`config.mk`:
```
export PLATFORM = sky130hd
export DESIGN_NAME = pll_lock_supervisor
export DESIGN_NICKNAME = d
export VERILOG_FILES = /design/src/rtl/pll_lock_supervisor.sv
export SDC_FILE = /design/constraint.sdc
export NUM_CORES = 1
export LEC_CHECK = 0
export ABC_AREA = 1
export CORE_MARGIN = 8
export CORE_UTILIZATION = 45
export CTS_CLUSTER_DIAMETER = 80
export CTS_CLUSTER_SIZE = 30
export DETAILED_ROUTE_END_ITERATION = 7
export SYNTH_ARGS = -nofsm -noshare
export SYNTH_HDL_FRONTEND = slang
export SYNTH_SLANG_ARGS = --single-unit
```
`constraint.sdc`:
```
create_clock -name clk -period 4.9 [get_ports clk]
set_clock_uncertainty 0.05 [all_clocks]
set_input_delay 0.98 -clock clk [delete_from_list [all_inputs] [get_ports clk]]
set_output_delay 0.98 -clock clk [all_outputs]
set_load 0.02 [all_outputs]
```
`src/rtl/pll_lock_supervisor.sv`:
```
// PLL lock supervisor: synchronizes LOCK, waits for a stable lock before releasing the
// system reset, pulses the PLL reset on lock timeout and counts loss-of-lock events.
module pll_lock_supervisor #(
    parameter int unsigned STABLE_CYCLES  = 1024,
    parameter int unsigned TIMEOUT_CYCLES = 65536,
    parameter int unsigned PLL_RST_CYCLES = 8
) (
    input  logic       clk,
    input  logic       rstn,
    input  logic       locked,
    input  logic       lol_clr,
    output logic       pll_rst,
    output logic       sys_rstn,
    output logic       ready,
    output logic [7:0] lol_count
);

    localparam int unsigned MaxA   = (STABLE_CYCLES > TIMEOUT_CYCLES) ? STABLE_CYCLES
                                                                      : TIMEOUT_CYCLES;
    localparam int unsigned MaxCyc = (MaxA > PLL_RST_CYCLES) ? MaxA : PLL_RST_CYCLES;
    localparam int unsigned CntW   = ($clog2(MaxCyc) > 17) ? $clog2(MaxCyc) : 17;

    typedef enum logic [1:0] {
        StWaitLock,
        StStable,
        StRun,
        StPllRst
    } state_e;

    state_e            state_q, state_d;
    logic [CntW-1:0]   cnt_q, cnt_d;
    logic [1:0]        sync_q, sync_d;
    logic [7:0]        lol_q, lol_d;
    logic              pll_rst_q, pll_rst_d;
    logic              sys_rstn_q, sys_rstn_d;
    logic              ready_q, ready_d;
    logic              locked_s;
    logic              lol_evt;

    assign locked_s = sync_q[1];

    always_comb begin
        sync_d  = {sync_q[0], locked};
        state_d = state_q;
        cnt_d   = cnt_q + 1'b1;
        lol_evt = 1'b0;

        unique case (state_q)
            StWaitLock: begin
                if (locked_s) begin
                    state_d = StStable;
                    cnt_d   = '0;
                end else if (cnt_q == CntW'(TIMEOUT_CYCLES - 1)) begin
                    state_d = StPllRst;
                    cnt_d   = '0;
                end
            end
            StStable: begin
                if (!locked_s) begin
                    state_d = StWaitLock;
                    cnt_d   = '0;
                end else if (cnt_q == CntW'(STABLE_CYCLES - 1)) begin
                    state_d = StRun;
                    cnt_d   = '0;
                end
            end
            StRun: begin
                cnt_d = '0;
                if (!locked_s) begin
                    state_d = StWaitLock;
                    lol_evt = 1'b1;
                end
            end
            StPllRst: begin
                // LOCK is meaningless while the PLL is held in reset
                if (cnt_q == CntW'(PLL_RST_CYCLES - 1)) begin
                    state_d = StWaitLock;
                    cnt_d   = '0;
                end
            end
            default: begin
                state_d = StWaitLock;
                cnt_d   = '0;
            end
        endcase

        lol_d = lol_q;
        if (lol_clr) begin
            lol_d = {7'b0, lol_evt};
        end else if (lol_evt && (lol_q != 8'hff)) begin
            lol_d = lol_q + 8'd1;
        end

        // Registered decode of the next state keeps outputs aligned with state_q
        pll_rst_d  = (state_d == StPllRst);
        sys_rstn_d = (state_d == StRun);
        ready_d    = (state_d == StRun);
    end

    always_ff @(posedge clk or negedge rstn) begin
        if (!rstn) begin
            state_q    <= StWaitLock;
            cnt_q      <= '0;
            sync_q     <= 2'b00;
            lol_q      <= 8'd0;
            pll_rst_q  <= 1'b0;
            sys_rstn_q <= 1'b0;
            ready_q    <= 1'b0;
        end else begin
            state_q    <= state_d;
            cnt_q      <= cnt_d;
            sync_q     <= sync_d;
            lol_q      <= lol_d;
            pll_rst_q  <= pll_rst_d;
            sys_rstn_q <= sys_rstn_d;
            ready_q    <= ready_d;
        end
    end

    assign pll_rst   = pll_rst_q;
    assign sys_rstn  = sys_rstn_q;
    assign ready     = ready_q;
    assign lol_count = lol_q;

endmodule

```
==> run_results.csv, run 1 <==
group,metric,value,unit
timing,slew_headroom,73.6,%
worst_setup_path,rr_startpoint,"cnt_q[0]",
synthesis,ys_warn_count,0,
pwr,clock_power_share,46.2,%
worst_setup_path,crit_slowest_cell,"clkdlybuf4s50_1",
cts,htreeDepth,2,
pwr,vdd_drop_max,0.197,mV
worst_setup_path,path_depth,1,
pwr,comb_power_share,6.2,%
pwr,p_int,0.000438,W
worst_setup_path,arrival,1.37,ns
route,drt_iter0_markers,84,
worst_setup_path,ff2ff_setup_slack,2.67,ns
worst_setup_path,cp_num_buf_inv,1,
timing,setup_tns,0,ns
synthesis,synth_fp_nets,237,
job,max_cap_violations,0,
synthesis,yosys-top-cells-area,"dfrtp_1 43%, nand2_1 9.0%, inv_1 8.8%",
worst_setup_path,cp-startpoint,"lol_count[2]",
worst_setup_path,cpPeakStageDelay,0.65,ns
worst_setup_path,worstSetupPathType,"reg -> out",
worst_setup_path,critPathCaptureType,"output port",
cts,clock-sinks,31,
worst_setup_path,crit_chain,"clkdlybuf4s50_1",
pwr,power_density,268,nW/um^2
floorplan,rows,23,
grt,grt_max_degree,32,
floorplan,die_y,79.0,um
worst_setup_path,r2r-end,"cnt_q[8]",
cts,numCtsBuffers,5,
worst_setup_path,cp.required,3.87,ns
synthesis,yosysSeqAreaShare,43.4,%
grt,grt_pass1_wl,6310,um
synthesis,async_reset_ff_share,100,%
synthesis,synth_top_area_share,43.4,%
worst_setup_path,worst-r2r-cell-count,12,
layout,antenna_cells,0,
floorplan,start_util,45.7,%
pwr,seq_power_share,47.6,%
synthesis,synth.most_common_cell,"nand2_1",
grt,antenna_found_initial,0,
place,placedCellCount,292,
cts,ctsHoldBuffers,0,
floorplan,dieArea,6250,um^2
layout,layout-drive-gt1-share,12.0,%
timing,rsz0062_at_grt,"no",
synthesis,synthTopCellsByCount,"43 x nand2_1, 42 x inv_1, 31 x dfrtp_1",
timing,hold_viol_final,0,
grt,grt.total_usage,12.8,%
synthesis,syn_avg_cell_area,7.81,um^2
worst_setup_path,start_kind,"flip-flop",
route,ant_nets,0,
pwr,fin_total_pwr,0.000563,W
floorplan,die_w,79.0,um
route,drc,0,
place,gp_congestion,0.781,
cts,cts_setup_buffers,0,
worst_setup_path,cp_max_fo,6,
synthesis,synth-seq-cells,31,
route,vias,1463,
cts,ctsResizeCount,0,
pwr,power_switching,0.000125,W
cts,ctsRootBufferMaster,"clkbuf_8",
timing,max_clock_freq,417,MHz
synthesis,synth.distinct_cells,28,
synthesis,synthFlopType,"dfrtp_1",
timing,final_min_period_over_clock_period,49.0,%
grt,overflow,0,
place,placed_cell_area,1980,um^2
synthesis,synthCells,229,
min_path,hp-class,"reg -> reg",
layout,final_area,2100,um^2
route,drtPass1Iterations,4,
floorplan,ios,15,
timing,worstMarginPinSlew,0.395,ns
run_status,outcome,"complete, no violations",
pwr,sw_frac_of_total,22.2,%
layout,stdcell_count,300,
timing,hold_slack,0.303,ns
route,routed_wl,3470,um
grt,grt_pass1_vias,1405,
cts,clockBufferDepth,2,
place,port_buffers,14,
place,hpwl,2570,um
cts,cts_tree,"built",
timing,finalSetupViolCount,0,
route,routedWlPerCell,11.6,um
route,avgViaCountPerCell,4.88,
cts,clk_latency,0.28,ns
worst_setup_path,endpoint,"lol_count[2]",
synthesis,yosysTopAreaCell,"dfrtp_1",
synthesis,mappedNetlistArea,1790,um^2
worst_setup_path,crit_family,"buffers and inverters",
cts,path_clk_slew,0.06,ns
floorplan,core,3910,um^2
layout,area_growth,17.3,%
timing,final.min_clock_period,2.40,ns
pwr,p_leak,1.14,nW
timing,drv_slew,0,
synthesis,synth-edff-count,0,
layout,nets,257,
cells by family after synthesis:
family	count (synthesis)	share of synthesized area, %
and+or+nand+nor	122	33.8
buffers and inverters	49	10.9
DFF	31	43.4
AOI/OAI and AO/OA	13	4.20
xor gates and xnor gates	10	4.90
adders and majority gates	4	2.80
placed cells by master, fill, tap and decap left out:
cell / Yosys / layout
inv_1: 42 / 42
dfrtp_1: 31 / 31
clkinv_1: 1 / 1
or2_2: 1 / 1
inv_2: 4 / 4
nand3_2: 5 / 5
and2_2: 2 / 2
nor3_1: 4 / 4
nor4_1: 1 / 1
a31oi_1: 2 / 2
clkinv_2: 0 / 1
nor2_4: 2 / 2
clkdlybuf4s50_1: 0 / 14
a21boi_1: 1 / 1
xnor2_1: 1 / 1
bufinv_16: 0 / 1
clkbuf_8: 0 / 6
a21oi_1: 1 / 1
o21ai_0: 6 / 6
o21ai_1: 1 / 1
nand2_1: 43 / 43
nand3_4: 1 / 1
nand4_1: 8 / 8
ha_1: 4 / 4
nand3_1: 24 / 24
nor2_1: 25 / 25
xor2_1: 9 / 9
o31ai_1: 2 / 2
buf_4: 1 / 1
nor3_2: 1 / 1
nand2_2: 5 / 5
layout make-up:
class | count | area [um^2]
clock buffers | 6 | 82.6
clock inverters | 2 | 35.0
fillers | 383 | 1820
inverters | 47 | 176
multi-input cells | 149 | 817
flip-flops and latches | 31 | 776
well taps | 50 | 62.6
repair buffers | 15 | 148
worst min-delay path by stage:
| stage | startpoint | to | slack (ns) | cells past startpoint |
|---|---|---|---|---|
| 6_report | sync_q[0] | sync_q[1] | 0.30 | 0 |
| 5_1_grt | sync_q[0] | sync_q[1] | 0.31 | 0 |
| 3_5_place_dp | sync_q[0] | sync_q[1] | 0.29 | 0 |
| 3_3_place_gp | sync_q[0] | sync_q[1] | 0.28 | 0 |
| 2_1_floorplan | sync_q[0] | sync_q[1] | 0.28 | 0 |
| 4_1_cts | sync_q[0] | sync_q[1] | 0.31 | 0 |
flip-flops by register name, indices dropped and copies added, names as in the netlist:
register   cells
pll_rst        1
lol_count      8
sync_q         2
state_q        2
ready          1
cnt_q         17
power by group through the flow:
| stage | clock (W) | combinational (W) | sequential [W] |
|---|---|---|---|
| 3_3_place_gp | 0 | 0.0000356 | 0.000273 |
| 3_5_place_dp | 0 | 0.0000353 | 0.000273 |
| 6_report | 0.000260 | 0.0000347 | 0.000268 |
| 2_1_floorplan | 0 | 0.0000248 | 0.000272 |
| 4_1_cts | 0.000270 | 0.0000353 | 0.000268 |
| 5_1_grt | 0.000280 | 0.0000409 | 0.000269 |
routing by layer:
| metal | share of wire (%) | vias up | track usage (%) |
|---|---|---|---|
| li1 | - | 756 | - |
| met1 | 47 | 686 | 15.5 |
| met2 | 48 | 15 | 20.2 |
| met3 | 3.3 | 6 | 4.06 |
| met4 | 2.1 | 0 | 6.11 |
| met5 | 0 | - | 0 |
stage by stage:
step,util (%),worst slack [ns]
finish,53.6,2.50
global placement,50.6,2.72
floorplan,-,2.97
global route,53.6,2.44
CTS,53.6,2.49
detailed placement,50.6,2.68
Note: power is estimated with default switching activity, not from simulation.
==> run 2: changes to the inputs <==
- clock period: 4.9 -> 2.3 ns (I/O delays scaled with it)
==> run 2 against run 1 <==
  * Combinational power up 140%
  * Final area up 1.1%
  * Global-route usage down 0.32 points
  * Clock-buffer cell count up 2
  * Cell count up 1.0%
  * Sequential cell count unchanged
  * Critical endpoint is now cnt_q[8]
  * Largest cell class unchanged
==> run_results.csv, run 2 (synthesis results as in run 1) <==
group,metric,value,unit
timing,rsz0062_at_grt,"no",
pwr,power_density,529,nW/um^2
timing,setup_tns,0,ns
cts,clk_latency,0.28,ns
worst_setup_path,critPathCaptureType,"flip-flop",
timing,finalSetupViolCount,0,
route,drtPass1Iterations,4,
worst_setup_path,cp.required,2.42,ns
worst_setup_path,cp_max_fo,7,
layout,final_common_cell,"nand2_1",
layout,stdcell_count,303,
floorplan,die_w,79.0,um
route,ant_nets,0,
min_path,worstHoldStart,"sync_q[0]",
timing,hold_viol_final,0,
worst_setup_path,r2r-end,"cnt_q[8]",
layout,layout-drive-gt1-share,13.4,%
worst_setup_path,rr_startpoint,"cnt_q[0]",
place,hpwl,2540,um
floorplan,die_y,79.0,um
floorplan,core,3910,um^2
worst_setup_path,ff2ff_setup_slack,0.21,ns
worst_setup_path,worst-r2r-cell-count,12,
cts,path_clk_slew,0.07,ns
layout,largest_reg_flops,17,
grt,antenna_found_initial,0,
floorplan,ios,15,
pwr,p_leak,1.15,nW
cts,cts_tree,"built",
layout,utilization,54.2,%
cts,ctsRootBufferMaster,"clkbuf_8",
route,avgViaCountPerCell,4.78,
layout,nFillCells,390,
cts,numCtsBuffers,5,
layout,antenna_cells,0,
min_path,hp-class,"reg -> reg",
grt,grt_max_degree,32,
route,vias,1447,
timing,final_min_period_over_clock_period,91.0,%
pwr,vdd_drop_max,0.328,mV
place,placedCellCount,294,
timing,drv_slew,0,
layout,nets,260,
floorplan,start_util,45.7,%
run_status,outcome,"complete, no violations",
worst_setup_path,arrival,2.21,ns
place,port_buffers,14,
route,routedWlPerCell,11.6,um
grt,overflow,0,
grt,grt_pass1_vias,1463,
layout,area_growth,18.5,%
route,routed_wl,3510,um
place,gp_congestion,0.786,
timing,worstMarginPinSlew,0.390,ns
timing,max_clock_freq,478,MHz
cts,clock-sinks,31,
timing,final.min_clock_period,2.09,ns
timing,hold_slack,0.299,ns
cts,clockBufferDepth,2,
layout,layout_common_cells,"43 x nand2_1, 42 x inv_1, 31 x dfrtp_1",
pwr,fin_total_pwr,0.00112,W
cts,ctsHoldBuffers,0,
route,drt_iter0_markers,91,
cts,htreeDepth,2,
route,drc,0,
worst_setup_path,endpoint,"cnt_q[8]",
grt,grt.total_usage,12.5,%
layout,largest_register,"cnt_q",
timing,slew_headroom,74.0,%
floorplan,rows,23,
grt,grt_pass1_wl,6310,um
worst_setup_path,worstSetupPathType,"reg -> reg",
worst_setup_path,cp-startpoint,"cnt_q[0]",
floorplan,dieArea,6250,um^2
job,max_cap_violations,0,
worst_setup_path,start_kind,"flip-flop",
## run 2: power by group
part / leakage (nW) / internal [W] / switching [W]
Clock: 0.0515 / 0.000273 / 0.000195
Sequential: 0.424 / 0.000559 / 0.0000121
Combinational: 0.678 / 0.0000261 / 0.0000565
Total: 1.15 / 0.000858 / 0.000264
## run 2: worst max-delay path: stages (launching register included)
cell	delay [ns]
dfrtp_1	0.39
ha_1	0.20
nand2_2	0.08
nor2_4	0.12
nand3_1	0.12
nor2_2	0.11
nand4_1	0.11
inv_1	0.08
ha_1	0.16
inv_1	0.07
nand3_2	0.15
nand3_4	0.14
and2_2	0.20
## run 2: area by class of cell
type / count / area [um^2] / area share, %
Multi-Input combinational cell: 150 / 842 / 39.7
Timing Repair Buffer: 17 / 163 / 7.67
Tap cell: 50 / 62.6 / 2.95
Sequential cell: 31 / 776 / 36.6
Inverter: 47 / 176 / 8.32
Clock buffer: 8 / 100 / 4.72
## run 2: metal layers
| metal | up-vias | track usage (%) | wire length [um] |
|---|---|---|---|
| met5 | - | 0 | 0 |
| met4 | 0 | 3.89 | 38 |
| met3 | 6 | 4.06 | 127 |
| met2 | 21 | 21.4 | 1680 |
| met1 | 653 | 14.4 | 1660 |
| li1 | 767 | - | - |
## run 2: worst min path at each step
| stage | to | slack [ns] | depth (start not counted) |
|---|---|---|---|
| after global routing | sync_q[1] | 0.32 | 0 |
| final | sync_q[1] | 0.30 | 0 |
| after CTS | sync_q[1] | 0.30 | 0 |
| after floorplan | cnt_q[0] | 0.11 | 0 |
| after detailed placement | sync_q[1] | 0.29 | 0 |
| after global placement | sync_q[1] | 0.29 | 0 |
## run 2: repair_timing
item,4_1_cts,5_1_grt
endpoints found under the setup margin,0,15
resized for setup,0,3
setup buffers,0,0
## run 2: through the flow
stage / instance area [um^2] / worst slack (ns)
global placement: 1990 / 0.138
floorplan: 1790 / 0.366
global route: 2120 / 0.0123
finish: 2120 / 0.208
CTS: 2090 / 0.0665
detailed placement: 1990 / 0.0848
